<file path="src/rtl/stereo_disparity_engine.sv">
// Block-matching stereo disparity core: for each left window it scans candidate
// disparities, keeps the lowest SAD/SSD cost and writes the winner (or INVALID).
module stereo_disparity_engine #(
    parameter int IMG_W     = 320,
    parameter int IMG_H     = 240,
    parameter int BLOCK     = 6,
    parameter int MAX_DISP  = 64,
    parameter int PIX_W     = 8,
    parameter int COST_MODE = 1,
    localparam int ADDR_W   = $clog2(IMG_W * IMG_H),
    localparam int DISP_W   = $clog2(MAX_DISP) + 1,
    localparam longint unsigned PIX_MAX = (64'd1 << PIX_W) - 64'd1,
    localparam int COST_W   = $clog2(64'(BLOCK * BLOCK) *
                              ((COST_MODE != 0) ? PIX_MAX * PIX_MAX : PIX_MAX)) + 1
) (
    input  logic              clk_in,
    input  logic              rst_in,
    input  logic              start_in,
    input  logic [COST_W-1:0] thresh_in,
    output logic [ADDR_W-1:0] left_addr_out,
    output logic [ADDR_W-1:0] right_addr_out,
    input  logic [PIX_W-1:0]  left_pix_in,
    input  logic [PIX_W-1:0]  right_pix_in,
    output logic [ADDR_W-1:0] disp_addr_out,
    output logic [DISP_W-1:0] disp_out,
    output logic              disp_valid_out,
    output logic              busy_out,
    output logic              done_out
);

    // state   | meaning
    // IDLE    | waiting for start_in
    // ISSUE   | one left/right address pair per cycle over the window
    // DRAIN   | two cycles for the last read data to land
    // COMPARE | fold candidate cost into running minimum
    // WRITE   | emit disparity for the window
    // DONE    | end-of-frame pulse
    typedef enum logic [2:0] {
        S_IDLE, S_ISSUE, S_DRAIN, S_COMPARE, S_WRITE, S_DONE
    } state_t;

    localparam int XW     = $clog2(IMG_W);
    localparam int YW     = $clog2(IMG_H);
    localparam int CNT_W  = $clog2(BLOCK * BLOCK + 1);
    localparam int COL_W  = $clog2(BLOCK + 1);
    localparam logic [DISP_W-1:0] INVALID  = '1;
    localparam logic [ADDR_W-1:0] ROW_STEP = ADDR_W'(IMG_W - BLOCK + 1);
    localparam logic [CNT_W-1:0]  CNT_LAST = CNT_W'(BLOCK * BLOCK - 1);
    localparam logic [COL_W-1:0]  COL_LAST = COL_W'(BLOCK - 1);
    localparam logic [XW-1:0]     X_LAST   = XW'(IMG_W - BLOCK);
    localparam logic [YW-1:0]     Y_LAST   = YW'(IMG_H - BLOCK);

    state_t              state_q, state_d;
    logic [ADDR_W-1:0]   laddr_q, laddr_d, raddr_q, raddr_d;
    logic [ADDR_W-1:0]   base_q, base_d, daddr_q, daddr_d;
    logic [XW-1:0]       x_q, x_d;
    logic [YW-1:0]       y_q, y_d;
    logic [DISP_W-1:0]   d_q, d_d, best_q, best_d, disp_q, disp_d;
    logic [CNT_W-1:0]    cnt_q, cnt_d;
    logic [COL_W-1:0]    col_q, col_d;
    logic                drain_q, drain_d;
    logic [COST_W-1:0]   acc_q, acc_d, min_q, min_d, thresh_q, thresh_d;
    logic                v1_q, v1_d, v2_q;

    logic [PIX_W-1:0]    absdiff;
    logic [2*PIX_W-1:0]  sq;
    logic [COST_W-1:0]   term;
    logic [DISP_W-1:0]   d_last;
    logic                better;
    logic [COST_W-1:0]   cmp_min;
    logic [DISP_W-1:0]   cmp_best;
    logic                last_win;
    logic [ADDR_W-1:0]   next_base;

    always_comb begin
        state_d  = state_q;
        laddr_d  = laddr_q;
        raddr_d  = raddr_q;
        base_d   = base_q;
        daddr_d  = daddr_q;
        x_d      = x_q;
        y_d      = y_q;
        d_d      = d_q;
        best_d   = best_q;
        disp_d   = disp_q;
        cnt_d    = cnt_q;
        col_d    = col_q;
        drain_d  = drain_q;
        acc_d    = acc_q;
        min_d    = min_q;
        thresh_d = thresh_q;
        v1_d     = (state_q == S_ISSUE);

        absdiff = (left_pix_in >= right_pix_in) ? left_pix_in - right_pix_in
                                                : right_pix_in - left_pix_in;
        sq      = {{PIX_W{1'b0}}, absdiff} * {{PIX_W{1'b0}}, absdiff};
        term    = (COST_MODE != 0) ? COST_W'(sq) : COST_W'(absdiff);
        if (v2_q) acc_d = acc_q + term;

        if (int'(x_q) >= MAX_DISP - 1) d_last = DISP_W'(MAX_DISP - 1);
        else                           d_last = DISP_W'(x_q);

        // Strict compare: on a tie the earlier (smaller) disparity wins.
        better    = (acc_q < min_q);
        cmp_min   = better ? acc_q : min_q;
        cmp_best  = better ? d_q : best_q;
        last_win  = (x_q == X_LAST) && (y_q == Y_LAST);
        next_base = (x_q == X_LAST) ? base_q + ADDR_W'(BLOCK) : base_q + ADDR_W'(1);

        case (state_q)
            S_IDLE: begin
                if (start_in) begin
                    state_d  = S_ISSUE;
                    thresh_d = thresh_in;
                    x_d      = '0;
                    y_d      = '0;
                    d_d      = '0;
                    base_d   = '0;
                    laddr_d  = '0;
                    raddr_d  = '0;
                    cnt_d    = '0;
                    col_d    = '0;
                    acc_d    = '0;
                    min_d    = '1;
                    best_d   = '0;
                end
            end
            S_ISSUE: begin
                if (cnt_q == CNT_LAST) begin
                    state_d = S_DRAIN;
                    drain_d = 1'b0;
                end else begin
                    cnt_d = cnt_q + CNT_W'(1);
                    if (col_q == COL_LAST) begin
                        col_d   = '0;
                        laddr_d = laddr_q + ROW_STEP;
                        raddr_d = raddr_q + ROW_STEP;
                    end else begin
                        col_d   = col_q + COL_W'(1);
                        laddr_d = laddr_q + ADDR_W'(1);
                        raddr_d = raddr_q + ADDR_W'(1);
                    end
                end
            end
            S_DRAIN: begin
                if (drain_q) state_d = S_COMPARE;
                else         drain_d = 1'b1;
            end
            S_COMPARE: begin
                min_d  = cmp_min;
                best_d = cmp_best;
                acc_d  = '0;
                if (d_q < d_last) begin
                    state_d = S_ISSUE;
                    d_d     = d_q + DISP_W'(1);
                    laddr_d = base_q;
                    raddr_d = base_q - ADDR_W'(d_q) - ADDR_W'(1);
                    cnt_d   = '0;
                    col_d   = '0;
                end else begin
                    state_d = S_WRITE;
                    daddr_d = base_q;
                    disp_d  = (cmp_min > thresh_q) ? INVALID : cmp_best;
                end
            end
            S_WRITE: begin
                min_d  = '1;
                best_d = '0;
                d_d    = '0;
                if (last_win) begin
                    state_d = S_DONE;
                end else begin
                    state_d = S_ISSUE;
                    if (x_q == X_LAST) begin
                        x_d = '0;
                        y_d = y_q + YW'(1);
                    end else begin
                        x_d = x_q + XW'(1);
                    end
                    base_d  = next_base;
                    laddr_d = next_base;
                    raddr_d = next_base;
                    cnt_d   = '0;
                    col_d   = '0;
                end
            end
            S_DONE:  state_d = S_IDLE;
            default: state_d = S_IDLE;
        endcase
    end

    always_ff @(posedge clk_in) begin
        if (rst_in) begin
            state_q  <= S_IDLE;
            laddr_q  <= '0;
            raddr_q  <= '0;
            base_q   <= '0;
            daddr_q  <= '0;
            x_q      <= '0;
            y_q      <= '0;
            d_q      <= '0;
            best_q   <= '0;
            disp_q   <= '0;
            cnt_q    <= '0;
            col_q    <= '0;
            drain_q  <= 1'b0;
            acc_q    <= '0;
            min_q    <= '1;
            thresh_q <= '0;
            v1_q     <= 1'b0;
            v2_q     <= 1'b0;
        end else begin
            state_q  <= state_d;
            laddr_q  <= laddr_d;
            raddr_q  <= raddr_d;
            base_q   <= base_d;
            daddr_q  <= daddr_d;
            x_q      <= x_d;
            y_q      <= y_d;
            d_q      <= d_d;
            best_q   <= best_d;
            disp_q   <= disp_d;
            cnt_q    <= cnt_d;
            col_q    <= col_d;
            drain_q  <= drain_d;
            acc_q    <= acc_d;
            min_q    <= min_d;
            thresh_q <= thresh_d;
            v1_q     <= v1_d;
            v2_q     <= v1_q;
        end
    end

    assign left_addr_out  = laddr_q;
    assign right_addr_out = raddr_q;
    assign disp_addr_out  = daddr_q;
    assign disp_out       = disp_q;
    assign disp_valid_out = (state_q == S_WRITE);
    assign busy_out       = (state_q != S_IDLE);
    assign done_out       = (state_q == S_DONE);

endmodule

</file>
<file path="config.mk">
export PLATFORM = sky130hd
export DESIGN_NAME = stereo_disparity_engine
export DESIGN_NICKNAME = d
export VERILOG_FILES = /design/src/rtl/stereo_disparity_engine.sv
export SDC_FILE = /design/constraint.sdc
export NUM_CORES = 1
export LEC_CHECK = 0
export BUFFER_PORTS_ARGS = -buffer_cell sky130_fd_sc_hd__buf_2
export CORE_MARGIN = 2
export CORE_UTILIZATION = 40
export CTS_CLUSTER_SIZE = 8
export DETAILED_ROUTE_END_ITERATION = 8
export PLACE_DENSITY = 0.58
export SETUP_SLACK_MARGIN = 0.2
export SYNTH_ARGS = -nofsm -noshare
export SYNTH_HDL_FRONTEND = slang
export SYNTH_SLANG_ARGS = --single-unit
</file>
<file path="constraint.sdc">
create_clock -name clk_in -period 7.2 [get_ports clk_in]
set_clock_uncertainty 0.15 [all_clocks]
set_input_delay 0.72 -clock clk_in [delete_from_list [all_inputs] [get_ports clk_in]]
set_output_delay 0.72 -clock clk_in [all_outputs]
set_load 0.02 [all_outputs]
</file>
==> flow_metrics.env, run 1 <==
export IMPL_outcome="complete, no violations"
export IMPL_synth_most_common_cell="dfxtp_1"
export IMPL_path_max_fanout=10
export IMPL_wl_per_cell_um=17.1
export IMPL_mappedNetlistArea_um2=13900
export IMPL_yosysTopAreaCellShare_pct=27.4
export IMPL_yosysTopAreaCell="dfxtp_1"
export IMPL_io_buffers=102
export IMPL_fin_area_um2=15500
export IMPL_cts_sinks=190
export IMPL_core_um2=34400
export IMPL_synth_commonest_cells="190 x dfxtp_1, 187 x nand2_1, 158 x inv_1"
export IMPL_worst_pin_slew_ns=0.968
export IMPL_cp_arrival_ns=6.93
export IMPL_multi_input_area_um2=9270
export IMPL_hp_class="flop to flop"
export IMPL_p_leak_nw=6.87
export IMPL_area_delta_synth_final_pct=11.6
export IMPL_critical_path_top_delay_family="adder cells"
export IMPL_dieArea_um2=36300
export IMPL_gp_congestion=0.864
export IMPL_maxCapViolations=0
export IMPL_seq_area_frac_synth_pct=27.4
export IMPL_path_depth=26
export IMPL_start_kind="primary input"
export IMPL_dpl_worst_slack_ns=-0.00106
export IMPL_syn_area_per_cell_um2=8.04
export IMPL_rsz0062_at_grt="true"
export IMPL_reg2reg_slack_ns=1.78
export IMPL_stdcell_count=2268
export IMPL_dr_total_vias=12464
export IMPL_worst_r2r_startpoint="acc_q[10]$_SDFF_PP0_"
export IMPL_synth_cells=1729
export IMPL_cp_end_kind="flop"
export IMPL_hold_viol=0
export IMPL_crit_start="left_pix_in[0]"
export IMPL_placed_area_um2=14900
export IMPL_num_antenna_cells=0
export IMPL_drv_slew=0
export IMPL_ir_drop_mv=0.588
export IMPL_viasPerCell=5.50
export IMPL_synth_edf_count=0
export IMPL_required_ns=7.45
export IMPL_ant_nets=0
export IMPL_totalWireLength_um=38700
export IMPL_cp_slowest_stage_delay_ns=0.62
export IMPL_row_count=68
export IMPL_timing_final_crit_period_ns=6.68
export IMPL_maxSlewHeadroom_pct=35.4
export IMPL_track_usage_pct=21.5
export IMPL_finalSetupViolations=0
export IMPL_synth_ff_type="dfxtp_1"
export IMPL_clk_pin_slew_worst_paths_ns=0.07
export IMPL_die_w_um=190
export IMPL_numCtsBuffers=17
export IMPL_synth_seq_cells=190
export IMPL_min_period_over_period_pct=92.8
export IMPL_fmax_mhz=150
export IMPL_placed_cells=2236
export IMPL_ys_warnings_count=0
export IMPL_r2r_cells=16
export IMPL_crit_top_cell="fa_1"
export IMPL_critical_path_buf_inv_count=6
export IMPL_fin_tns_setup_ns=0
export IMPL_drtPass1Iterations=5
export IMPL_clockBufferDepth=2
export IMPL_synth_async_reset_ratio_pct=0
export IMPL_synth_cell_types=79
export IMPL_dpl_hpwl_um=29200
export IMPL_seqCellArea_um2=3800
export IMPL_syn_nets=1948
export IMPL_grt_pass1_vias=12070
export IMPL_num_io_pins=103
export IMPL_grt_pass1_wl_um=62600
export IMPL_antenna_found_initial=0
export IMPL_die_h_um=190
export IMPL_cts_resized=0
export IMPL_clockRootBuffer="clkbuf_16"
export IMPL_regToRegEndpoint="disp_out[4]$_SDFFE_PP0P_"
export IMPL_fillers=3497
export IMPL_grt_max_degree=78
export IMPL_setup_ws_ns=0.520
export IMPL_timing_critical_path_to="acc_q[19]$_SDFF_PP0_"
export IMPL_cts_setup_buffers=0
export IMPL_clkLatencyLatePin_ns=0.46
export IMPL_cp_slowest_cell="or4b_2"
export IMPL_drcViolationCount=0
export IMPL_start_util_pct=40.5
export IMPL_powerDensity_nw_per_um2=298
export IMPL_final_nets=2019
export IMPL_postCtsHoldBufs=0
export IMPL_htreeDepth=4
export IMPL_drive_gt1_share_pct=12.1
export IMPL_crit_type="primary input to flop"
export IMPL_synth_area_top_cells="dfxtp_1 27%, ha_1 12%, fa_1 6.0%"
export IMPL_dr_first_iter_drc_count=787
export IMPL_grt_ovfl_total=0
export IMPL_cts_tree="done"
[logic make-up after synthesis]
family,after synthesis,share of synthesized area [%]
AND/OR/NAND/NOR,554,19.1
AO/OA/AOI/OAI,447,20.5
buffers and inverters,239,6.59
flip-flops,190,27.4
adder cells (fa/ha/maj),177,18.2
XOR/XNOR,78,4.91
multiplexers,43,3.29
other,1,0.0270
[area by class of cell]
class / count / area share [%]
flip-flops and latches: 190 / 24.5
clock inverters: 14 / 0.798
inverters: 159 / 3.84
clock buffers: 18 / 2.76
well taps: 455 / 3.67
multi-input cells: 1300 / 59.7
repair buffers: 132 / 4.75
[stage by stage]
stage	utilization (%)	hold WS, ns	power (mW)
after floorplan	-	0.264	3.03
after global placement	43.5	0.271	3.68
after detailed placement	43.5	0.275	3.69
after CTS	45.1	0.292	4.63
after global routing	45.2	0.319	5.06
final	45.2	0.288	4.63
[worst register-to-register path, delay by kind of cell, from the launching register on]
kind	cells	cell delay, ns
compound gates	7	1.98
fa+ha+maj	2	0.65
buf+inv	1	0.34
flops	1	0.40
mux	1	0.36
simple gates	5	1.44
[how the worst min path moves through the flow]
stage | startpoint | to | slack, ns | depth (start not counted)
5_1_grt | disp_addr_out[14]$_SDFFE_PP0P_ | disp_addr_out[14]$_SDFFE_PP0P_ | 0.32 | 2
3_5_place_dp | v1_q$_SDFF_PP0_ | v2_q$_SDFF_PP0_ | 0.28 | 1
3_3_place_gp | v1_q$_SDFF_PP0_ | v2_q$_SDFF_PP0_ | 0.27 | 1
6_report | v1_q$_SDFF_PP0_ | v2_q$_SDFF_PP0_ | 0.29 | 1
4_1_cts | v1_q$_SDFF_PP0_ | v2_q$_SDFF_PP0_ | 0.29 | 1
2_1_floorplan | v1_q$_SDFF_PP0_ | v2_q$_SDFF_PP0_ | 0.26 | 1
[sequential cells by signal (all words and copies together) (netlist names), 3 cells and up]
signal and flops:
col_q 3, d_q 7, best_q 7, x_q 9, disp_addr_out 17, left_addr_out 17
min_q 23, cnt_q 6, base_q 17, acc_q 23, disp_out 7, state_q 3
right_addr_out 17, thresh_q 23, y_q 8
[layer usage]
layer / routed length [um] / track usage (%)
met5: 0 / 0
met4: 588 / 4.92
met3: 1670 / 2.85
met1: 17400 / 27.7
met2: 19000 / 38.1
[power by group]
| part | switching, mW | internal [mW] | total, mW |
|---|---|---|---|
| Combinational | 1.48 | 1.12 | 2.60 |
| Clock | 0.473 | 0.456 | 0.929 |
| Sequential | 0.0266 | 1.07 | 1.10 |
| Total | 1.98 | 2.65 | 4.63 |
[layout by cell type (no fill, tap or decap), drive strengths merged, types with 17 or more instances in the layout]
cell type,n
dfxtp,190
mux2i,21
a211oi,25
ha,135
o21ai,103
a2bb2oi,18
nand2,187
clkbuf,18
xor2,37
mux2,22
fa,42
inv,166
a21o,17
a21oi,141
nand4,21
nor2,131
a22o,17
o211ai,26
and3,18
buf,132
nor3,45
nand3,43
xnor2,41
Power figures use the tool's default switching activity.
==> run 2, diff against run 1 <==
==> constraint.sdc (replaced) <==
create_clock -name clk_in -period 7.2 [get_ports clk_in]
set_clock_uncertainty 0.15 [all_clocks]
set_input_delay 1.08 -clock clk_in [delete_from_list [all_inputs] [get_ports clk_in]]
set_output_delay 1.08 -clock clk_in [all_outputs]
set_load 0.02 [all_outputs]
==> flow_metrics.env, run 2 (synthesized netlist as in run 1, its figures left out) <==
export IMPL_outcome="complete, no violations"
export IMPL_num_io_pins=103
export IMPL_regToRegEndpoint="disp_out[5]$_SDFFE_PP0P_"
export IMPL_ir_drop_mv=0.492
export IMPL_crit_start="left_pix_in[0]"
export IMPL_dieArea_um2=36300
export IMPL_clockRootBuffer="clkbuf_16"
export IMPL_dr_total_vias=12540
export IMPL_die_w_um=190
export IMPL_gr_usage_met3_pct=2.85
export IMPL_use_met1_pct=28.4
export IMPL_drcViolationCount=0
export IMPL_hp_class="flop to flop"
export IMPL_dpl_worst_slack_ns=-0.166
export IMPL_area_delta_synth_final_pct=15.1
export IMPL_required_ns=7.45
export IMPL_cp_end_kind="flop"
export IMPL_grt_util_met2_pct=38.9
export IMPL_reg2reg_slack_ns=2.16
export IMPL_viasPerCell=5.45
export IMPL_final_cell_mix="190 x dfxtp_1, 187 x nand2_1, 157 x inv_1"
export IMPL_drive_gt1_share_pct=15.3
export IMPL_min_period_over_period_pct=93.4
export IMPL_grt_max_degree=58
export IMPL_cts_tree="done"
export IMPL_clockBufferDepth=2
export IMPL_cts_sinks=190
export IMPL_min_path_cells=1
export IMPL_grt_pass1_wl_um=64400
export IMPL_timing_critical_path_to="acc_q[19]$_SDFF_PP0_"
export IMPL_fin_util_pct=46.6
export IMPL_hold_viol=0
export IMPL_ant_nets=0
export IMPL_final_nets=2050
export IMPL_powerDensity_nw_per_um2=328
export IMPL_crit_type="primary input to flop"
export IMPL_core_um2=34400
export IMPL_postCtsHoldBufs=0
export IMPL_top_regs="acc_q x23, min_q x23, thresh_q x23"
export IMPL_grt_most_used_layer="met2"
export IMPL_wl_per_cell_um=17.2
export IMPL_start_util_pct=40.5
export IMPL_cp_arrival_ns=6.97
export IMPL_num_antenna_cells=0
export IMPL_drtPass1Iterations=5
export IMPL_grt_pass1_vias=12311
export IMPL_path_max_fanout=5
export IMPL_drv_slew=0
export IMPL_clkLatencyLatePin_ns=0.45
export IMPL_htreeDepth=4
export IMPL_fillers=3461
export IMPL_dr_first_iter_drc_count=642
export IMPL_fmax_mhz=149
export IMPL_die_h_um=190
export IMPL_maxCapViolations=0
export IMPL_maxSlewHeadroom_pct=21.1
export IMPL_setup_ws_ns=0.478
export IMPL_row_count=68
export IMPL_finalSetupViolations=0
export IMPL_dpl_hpwl_um=29800
export IMPL_numCtsBuffers=17
export IMPL_clk_pin_slew_worst_paths_ns=0.08
export IMPL_grt_ovfl_total=0
export IMPL_totalWireLength_um=39600
export IMPL_track_usage_pct=22.1
export IMPL_worst_r2r_startpoint="acc_q[12]$_SDFF_PP0_"
export IMPL_io_buffers=102
export IMPL_start_kind="primary input"
export IMPL_timing_final_crit_period_ns=6.72
export IMPL_r2r_cells=16
export IMPL_p_leak_nw=7.04
export IMPL_antenna_found_initial=0
export IMPL_final_common_cell="dfxtp_1"
export IMPL_rsz0062_at_grt="false"
export IMPL_worst_pin_slew_ns=1.18
export IMPL_gp_congestion=0.860
## run 2: worst max-delay path: stages
cell      delay (ns)
buf_2           0.10
inv_1           0.05
ha_2            0.17
inv_1           0.05
fa_2            0.34
nand3_2         0.08
nand4_1         0.18
a21oi_4         0.31
mux2i_2         0.31
xor2_2          0.15
buf_4           0.18
or2_2           0.29
xnor2_1         0.14
ha_1            0.19
a21o_1          0.17
fa_1            0.46
fa_1            0.49
inv_1           0.05
fa_1            0.53
inv_1           0.06
ha_4            0.23
a21oi_4         0.15
inv_1           0.07
a31o_4          0.22
a21oi_4         0.13
a21boi_2        0.08
or4b_2          0.61
nand3_1         0.09
## run 2: timing repair
action / in CTS / in global routing
setup buffers: 0 / 6
resized for setup: 0 / 9
endpoints found under the setup margin: 0 / 8
## run 2: how the worst min path moves through the flow
| stage | slack [ns] | startpoint | end |
|---|---|---|---|
| after CTS | 0.30 | disp_addr_out[15]$_SDFFE_PP0P_ | disp_addr_out[15]$_SDFFE_PP0P_ |
| after global placement | 0.27 | v1_q$_SDFF_PP0_ | v2_q$_SDFF_PP0_ |
| after floorplan | 0.26 | v1_q$_SDFF_PP0_ | v2_q$_SDFF_PP0_ |
| after detailed placement | 0.29 | v1_q$_SDFF_PP0_ | v2_q$_SDFF_PP0_ |
| after global routing | 0.31 | v1_q$_SDFF_PP0_ | v2_q$_SDFF_PP0_ |
| final | 0.30 | v1_q$_SDFF_PP0_ | v2_q$_SDFF_PP0_ |
## run 2: final cells by class
| cell class | instances | area (um2) | area share [%] |
|---|---|---|---|
| clock inverter | 15 | 165 | 1.03 |
| clock buffer | 17 | 425 | 2.66 |
| sequential | 190 | 3800 | 23.8 |
| multi-input combinational | 1300 | 9480 | 59.2 |
| inverter | 159 | 597 | 3.73 |
| timing repair buffer | 163 | 975 | 6.09 |
| tap | 455 | 569 | 3.56 |
## run 2: metal layers
metal	wire, um	vias to the layer above
met5	0	-
met4	713	0
met3	1260	38
met2	19600	245
met1	18000	5973
li1	-	6284
## run 2: power breakdown
group	total (mW)	internal [mW]	switching, mW	leakage [nW]
clock	0.965	0.468	0.498	0.280
combinational	3.19	1.51	1.68	5.23
sequential	1.10	1.07	0.0251	1.54
total	5.25	3.05	2.20	7.04
## run 2: per-stage QoR
step                      hold WS, ns  std cells  total power, mW  cell area, um2  setup TNS, ns
after floorplan                 0.264       1729             3.33           14100              0
after global placement          0.267       2261             4.14           15300        -0.0254
after detailed placement        0.290       2261             4.21           15300         -0.414
after CTS                       0.305       2293             5.18           15900              0
after global routing            0.315       2299             5.72           16000              0
final                           0.298       2299             5.25           16000              0
